File: config.mk
export PLATFORM = sky130hd
export DESIGN_NAME = dmem_bus_ctrl
export DESIGN_NICKNAME = d
export VERILOG_FILES = /design/src/rtl/dmem_bus_ctrl_pkg.sv /design/src/rtl/dmem_bus_ctrl_wait_counter.sv /design/src/rtl/dmem_bus_ctrl.sv
export SDC_FILE = /design/constraint.sdc
export NUM_CORES = 1
export LEC_CHECK = 0
export CORE_UTILIZATION = 42
export DETAILED_ROUTE_END_ITERATION = 7
export PLACE_DENSITY = 0.92
export SLEW_MARGIN = 20
export SYNTH_ARGS = -nofsm -noshare
export SYNTH_HDL_FRONTEND = slang
export SYNTH_HIERARCHICAL = 1
export SYNTH_SLANG_ARGS = --single-unit
File: constraint.sdc
create_clock -name clk -period 2.5 [get_ports clk]
set_input_delay 0.375 -clock clk [delete_from_list [all_inputs] [get_ports clk]]
set_output_delay 0.375 -clock clk [all_outputs]
set_load 0.05 [all_outputs]
File: src/rtl/dmem_bus_ctrl_pkg.sv
// Shared definitions for the data-memory bus controller: load/store FUN3 codes,
// controller state encodings and default timeout.
package dmem_bus_ctrl_pkg;

    localparam logic [2:0] FUN3_LB  = 3'b000;
    localparam logic [2:0] FUN3_LH  = 3'b001;
    localparam logic [2:0] FUN3_LW  = 3'b010;
    localparam logic [2:0] FUN3_LBU = 3'b100;
    localparam logic [2:0] FUN3_LHU = 3'b101;
    localparam logic [2:0] FUN3_SB  = 3'b000;
    localparam logic [2:0] FUN3_SH  = 3'b001;
    localparam logic [2:0] FUN3_SW  = 3'b010;

    typedef enum logic [1:0] {
        DBC_IDLE = 2'b00,
        DBC_BUSY = 2'b01,
        DBC_DONE = 2'b10
    } dbc_state_e;

    localparam int DBC_TIMEOUT_DEF = 16;

    // A store with no byte enables touches nothing and never reaches the bus.
    function automatic logic is_null_store(input logic we, input logic [3:0] wstrb);
        return we && (wstrb == 4'b0000);
    endfunction

endpackage

File: src/rtl/dmem_bus_ctrl_wait_counter.sv
// Bounded wait counter: counts stalled bus cycles and flags the last allowed one.
module dbc_wait_counter #(
    parameter int TIMEOUT = 16,
    parameter int CNT_W   = 8
) (
    input  logic clk,
    input  logic rst_n,
    input  logic clr,
    input  logic en,
    output logic tc
);

    logic [CNT_W-1:0] count_r;

    assign tc = (count_r == CNT_W'(TIMEOUT - 1));

    // Count up while enabled, saturating at the terminal value.
    always_ff @(posedge clk or negedge rst_n) begin
        if (!rst_n) begin
            count_r <= {CNT_W{1'b0}};
        end else if (clr) begin
            count_r <= {CNT_W{1'b0}};
        end else if (en && !tc) begin
            count_r <= count_r + {{(CNT_W-1){1'b0}}, 1'b1};
        end
    end

endmodule

File: src/rtl/dmem_bus_ctrl.sv
// CPU data port to req/ack memory bus bridge: registers the access, stalls the
// core until ack, latches read data, and aborts with cpu_err on timeout.
module dmem_bus_ctrl
    import dmem_bus_ctrl_pkg::*;
#(
    parameter int TIMEOUT = DBC_TIMEOUT_DEF,
    parameter int CNT_W   = 8
) (
    input  logic        clk,
    input  logic        rst_n,
    input  logic        cpu_req,
    input  logic        cpu_we,
    input  logic [31:0] cpu_addr,
    input  logic [3:0]  cpu_wstrb,
    input  logic [31:0] cpu_wdata,
    output logic [31:0] cpu_rdata,
    output logic        cpu_stall,
    output logic        cpu_err,
    output logic        bus_req,
    output logic        bus_we,
    output logic [31:0] bus_addr,
    output logic [3:0]  bus_wstrb,
    output logic [31:0] bus_wdata,
    input  logic        bus_ack,
    input  logic [31:0] bus_rdata
);

    dbc_state_e  state_r;
    dbc_state_e  state_nx_s;
    logic        accept_s;
    logic        null_store_s;
    logic        tc_s;
    logic        cnt_en_s;
    logic        bus_req_r;
    logic        bus_we_r;
    logic [31:0] bus_addr_r;
    logic [3:0]  bus_wstrb_r;
    logic [31:0] bus_wdata_r;
    logic [31:0] cpu_rdata_r;
    logic        cpu_err_r;
    logic [1:0]  addr_lsb_unused_s;

    assign addr_lsb_unused_s = cpu_addr[1:0];
    assign null_store_s      = is_null_store(cpu_we, cpu_wstrb);
    assign cnt_en_s          = (state_r == DBC_BUSY) && !bus_ack;

    dbc_wait_counter #(
        .TIMEOUT (TIMEOUT),
        .CNT_W   (CNT_W)
    ) u_wait_counter (
        .clk   (clk),
        .rst_n (rst_n),
        .clr   (accept_s),
        .en    (cnt_en_s),
        .tc    (tc_s)
    );

    // Next-state decode; requests are only accepted from IDLE.
    always_comb begin
        state_nx_s = state_r;
        accept_s   = 1'b0;
        case (state_r)
            DBC_IDLE: begin
                if (cpu_req && !null_store_s) begin
                    accept_s   = 1'b1;
                    state_nx_s = DBC_BUSY;
                end else begin
                    state_nx_s = DBC_IDLE;
                end
            end
            DBC_BUSY: begin
                if (bus_ack || tc_s) begin
                    state_nx_s = DBC_DONE;
                end else begin
                    state_nx_s = DBC_BUSY;
                end
            end
            DBC_DONE: state_nx_s = DBC_IDLE;
            default:  state_nx_s = DBC_IDLE;
        endcase
    end

    // State, bus fields and CPU-side result registers; ack takes priority over timeout.
    always_ff @(posedge clk or negedge rst_n) begin
        if (!rst_n) begin
            state_r     <= DBC_IDLE;
            bus_req_r   <= 1'b0;
            bus_we_r    <= 1'b0;
            bus_addr_r  <= 32'h0000_0000;
            bus_wstrb_r <= 4'b0000;
            bus_wdata_r <= 32'h0000_0000;
            cpu_rdata_r <= 32'h0000_0000;
            cpu_err_r   <= 1'b0;
        end else begin
            state_r   <= state_nx_s;
            cpu_err_r <= 1'b0;
            case (state_r)
                DBC_IDLE: begin
                    if (accept_s) begin
                        bus_req_r   <= 1'b1;
                        bus_we_r    <= cpu_we;
                        bus_addr_r  <= {cpu_addr[31:2], 2'b00};
                        bus_wstrb_r <= cpu_we ? cpu_wstrb : 4'b0000;
                        bus_wdata_r <= cpu_wdata;
                    end
                end
                DBC_BUSY: begin
                    if (bus_ack) begin
                        bus_req_r <= 1'b0;
                        if (!bus_we_r) begin
                            cpu_rdata_r <= bus_rdata;
                        end
                    end else if (tc_s) begin
                        bus_req_r   <= 1'b0;
                        cpu_rdata_r <= 32'h0000_0000;
                        cpu_err_r   <= 1'b1;
                    end
                end
                default: bus_req_r <= 1'b0;
            endcase
        end
    end

    assign cpu_stall = cpu_req && (state_r != DBC_DONE)
                       && !((state_r == DBC_IDLE) && null_store_s);
    assign cpu_rdata = cpu_rdata_r;
    assign cpu_err   = cpu_err_r;
    assign bus_req   = bus_req_r;
    assign bus_we    = bus_we_r;
    assign bus_addr  = bus_addr_r;
    assign bus_wstrb = bus_wstrb_r;
    assign bus_wdata = bus_wdata_r;

endmodule

; ---- Word-level counts from Yosys, hierarchy flattened
; Index checks and enable logic that the tools add are counted.
[totals]
romBits = 0
wordCells = 53
latchBits = 0
memories = 0
register_bits = 111
ramBits = 0
[classes]
eq_ne = 6
n_mul = 0
bitwise_logic = 0
muxes = 18
n_addsub = 1
order_cmp = 0
n_shift = 0
n_div = 0
reduce_logical = 19
[ops]
columns = operator, n
row1 = 32-bit two-way mux, 3
row2 = 8-bit two-way mux, 2
row3 = 1-bit two-way mux, 9
row4 = "8-bit by 1-bit adder with 8-bit output, second input constant", 1
row5 = "8-bit by 4-bit == test with 1-bit output, second input constant", 1
row6 = 1-bit logical AND, 7
row7 = "2-bit != test, second input constant", 3
row8 = 1-bit zero test, 4
row9 = 4-bit zero test, 1
row10 = 4-bit two-way mux, 1
row11 = 2-bit case mux with 2 select lines, 1
row12 = 2-bit AND reduction, 2
row13 = 2-bit nonzero test, 2
row14 = "3-bit != test, second input constant", 1
row15 = 3-bit AND reduction, 1
row16 = "2-bit by 1-bit == test with 1-bit output, second input constant", 1
row17 = 2-bit zero test, 1
row18 = 2-bit two-way mux, 1
row19 = 1-bit case mux with 2 select lines, 1
row20 = 1-bit logical OR, 1

; ---- Depth between registers and ports, before layout
[depth]
ltp_word = 8
mapped_depth = 7
mapped_depth_nobuf = 5

; ---- By module
; Netlist, hierarchy kept.
[modules_own_cells]
columns = mod, cells_per_inst, area_per_inst_um2, instances
row1 = dmem_bus_ctrl, 305, 4361.7, 1
row2 = dbc_wait_counter, 43, 441.7, 1

; ---- Least setup slack after synthesis
; No wires, ideal clock.
[synth_path]
kind = input to output
from = input cpu_we
to = output cpu_stall
path_buffers = 0
arrival_time_ns = 1.735
cell_stages = 3
t_required_ns = 2.125
slack_ns = 0.390
path_cell_list = inv_1 o21ai_0 a21boi_0
[synth_via]
elab_chain_cells = 4
[synth_rtl]
columns = element, line_no
row1 = from (decl), dmem_bus_ctrl.sv:12  ; input logic cpu_we,
row2 = 1-bit logical AND, dmem_bus_ctrl_pkg.sv:24  ; return we && (wstrb == 4'b0000);
row3 = 1-bit logical AND, dmem_bus_ctrl.sv:125  ; && !((state_r == DBC_IDLE) && null_store_s);
row4 = 1-bit zero test, dmem_bus_ctrl.sv:125
row5 = 1-bit logical AND, dmem_bus_ctrl.sv:125
row6 = to (decl), dmem_bus_ctrl.sv:17  ; output logic cpu_stall,
; No other way between the ends.

; ---- Worst setup path after layout
[layout_path]
from = input cpu_wstrb[0]
to = output cpu_stall
[layout_via]
elab_chain_cells = 5
[layout_rtl]
columns = element, line_no
row1 = from (decl), dmem_bus_ctrl.sv:14  ; input logic [3:0] cpu_wstrb,
row2 = 4-bit zero test, dmem_bus_ctrl_pkg.sv:24
row3 = 1-bit logical AND, dmem_bus_ctrl_pkg.sv:24
row4 = 1-bit logical AND, dmem_bus_ctrl.sv:125
row5 = 1-bit zero test, dmem_bus_ctrl.sv:125
row6 = 1-bit logical AND, dmem_bus_ctrl.sv:125
; No other way between the ends.

==> metrics.txt <==
status=complete, no violations; Global Route met1 Usage=22.30%; Iteration-0 DRC Markers=166; Final Hold Fails=0; drt total wl=11.70 mm; DRC violation count after routing=0; row count=38; cts repair resizes=0; Wirelength per Cell=16.66 um; clock slew at reported path FFs=70 ps; cell area power density=1328 nW/um^2; die height=108.9 um; drt first pass iters=4; core footprint=10980 sq um; critical path class=input port to primary output; vias in the first global route=3633; Rel. slew slack=41.10%; Post-Syn Area=4803 sq um; met2 usage=34.59%; unrepaired setup endpoints after global routing=false; Die Wd=108.9 um; Critical Path Fanout Max=3; HP Class=flop to flop; TritonCTS Buffers=9; clock skew=6.744 ps; max-slew violation count=0; Tmin final=2316 ps; H-tree lvl count=3; vias per std cell=4.846; GR Util met3=8.308%; max_cap viols=0; syn_area_per_cell=13.80 sq um; RD Place Congestion=0.7981; register area share after synthesis=57.83%; CP startpoint kind=input port; post-layout util=66.43%; Max Fclk=431.8 MHz; synth unique cells=40; initial antenna violation count=0; pre-CTS WS=125.3 ps; total track usage=20.03%; Die Area=11870 sq um; Top Usage Layer GRT=met2; via count=3402; Sum Neg Setup Slack=0 ps; Crit path required time=2120 ps; Syn Inst Count=348; Routed Antenna Nets=0; area grow syn2layout=51.89%; P_leak=3.398 nW; Worst Path Arrival=1940 ps; CTS sink count=111; grt total ovfl=0; fin nets=664; ant diodes=0; CP Capture Type=primary output; CTS root buf=clkbuf_16; Clk Latency, worst-skew pair=350 ps; port buffer count=204; worst-margin pin slew=883.4 ps; worst ir drop on vdd=0.0009799 V; Yosys warning count=6; Final period util=92.64%; CTS tree=done; setup violators final=0; FF+latch count, synth=111; HPWL Detailed=8.673 mm; layout cell share with drive strength beyond 1=17.79%; I/O pin total=209; largest net degree at the start of global routing=53; initial core utilization=43.73%; first-pass GRT wire length=17.80 mm; CTS Buffer Depth=2; Final Worst Setup Slack=184.1 ps
worst max-delay path, stage by stage:
cell and delay, ps:
clkdlybuf4s50_1 450, or4_4 590, o21ai_0 160, a21boi_0 140, buf_4 220
sequential cells by signal (all words and copies together), names as in the netlist:
signal,cells
bus_addr,30
bus_req,1
bus_wdata,32
bus_we,1
bus_wstrb,4
cpu_err,1
cpu_rdata,32
state_r,2
u_wait_counter/count_r,8
stage by stage:
stage                     hold WS (ps)  power [W]  area (sq um)  cells
after detailed placement         348.0   0.008409          7013    686
after CTS                        504.7   0.009784          7296    702
final                            495.3   0.009689          7296    702
after global routing             514.8    0.01011          7296    702
after floorplan                  79.41   0.006506          4807    349
after global placement           344.3   0.008270          7013    686
repair_timing:
action                                 in CTS  in global routing
setup buffers                               0                  0
hold buffers                                1                  0
endpoints found under the hold margin      32                  0
cell families (layout without fill, tap and decap cells):
group           after synthesis  in the layout  synth area share [%]
flops                       111            111                 57.83
fa+ha+maj                     1              1                0.2604
compound gates               26             26                 3.908
buf+inv                      56            269                 5.600
mux                          96             96                 26.33
other cells                   1              2               0.07807
simple gates                 57             57                 5.991
report_power, final:
group | internal (W) | switching, W
Clock | 0.000677 | 0.000641
Sequential | 0.00250 | 0.000421
Combinational | 0.00212 | 0.00333
Total | 0.00529 | 0.00440
layout make-up:
class | instances | area [sq um]
Multi-Input combinational cell | 182 | 1762
Inverter | 39 | 148.9
Timing Repair Buffer | 215 | 2160
Fill cell | 767 | 3687
Tap cell | 140 | 175.2
Sequential cell | 111 | 2778
Clock inverter | 6 | 47.55
Clock buffer | 9 | 225.2
synth_stat cells:
library cell / n / area, sq um
inv_1: 37 / 138.9
o22ai_1: 1 / 6.260
nor2b_1: 1 / 6.260
o21ai_4: 1 / 16.27
nand3_1: 2 / 10.01
ha_1: 1 / 12.51
buf_6: 6 / 67.56
dfrtp_1: 111 / 2778
o31ai_1: 1 / 7.510
o21ai_0: 5 / 25.02
o31a_2: 1 / 10.01
and4_2: 1 / 10.01
conb_1: 1 / 3.750
buf_1: 1 / 3.750
o211ai_1: 1 / 7.510
inv_2: 1 / 3.750
clkbuf_1: 5 / 18.77
a211o_1: 1 / 8.760
nor4_4: 1 / 21.27
nand4_1: 2 / 12.51
and2_1: 1 / 6.260
a21boi_0: 1 / 7.510
buf_4: 2 / 15.01
mux2_4: 60 / 900.9
inv_4: 1 / 6.260
mux2_2: 3 / 33.78
a22oi_1: 1 / 7.510
a32o_1: 3 / 30.03
or4_4: 1 / 11.26
or4_1: 1 / 7.510
or3_1: 3 / 18.77
nand2_1: 34 / 127.6
nand2b_1: 3 / 18.77
buf_2: 3 / 15.01
a21oi_1: 9 / 45.04
nor2_1: 4 / 15.01
nor3_1: 2 / 10.01
a41oi_2: 1 / 16.27
mux2i_1: 33 / 330.3
nor3b_2: 1 / 12.51
layout by cell type, fill, tap and decap left out, types with 2 or more instances in the layout:
cell / netlist / layout
a21oi_1: 9 / 9
a32o_1: 3 / 3
buf_12: 0 / 3
buf_4: 2 / 9
clkbuf_16: 0 / 9
clkdlybuf4s50_1: 0 / 202
clkinv_4: 0 / 3
conb_1: 1 / 2
dfrtp_1: 111 / 111
inv_1: 37 / 37
mux2_2: 3 / 3
mux2_4: 60 / 60
mux2i_1: 33 / 33
nand2_1: 34 / 34
nand2b_1: 3 / 3
nand3_1: 2 / 2
nand4_1: 2 / 2
nor2_1: 4 / 4
nor3_1: 2 / 2
o21ai_0: 5 / 5
or3_1: 3 / 3
routing by layer:
layer	part of all wire, %	wire [um]
met1	40	4637
met2	49	5782
met3	9.4	1105
met4	1.5	170
met5	0	0
worst paths after layout:
path,start,end,slack [ps],cells past startpoint
worst min-delay path,bus_wstrb[3],bus_wstrb[3],500,1
min in group asynchronous,rst_n,bus_wdata[3],520,2
max in group asynchronous,rst_n,bus_addr[21],1280,3
worst max-delay path,cpu_wstrb[0],cpu_stall,180,5
worst max register to register,u_wait_counter/count_r[4],cpu_rdata[18],210,5
worst min register to register,bus_wstrb[3],bus_wstrb[3],500,1
Power figures use the tool's default switching activity.
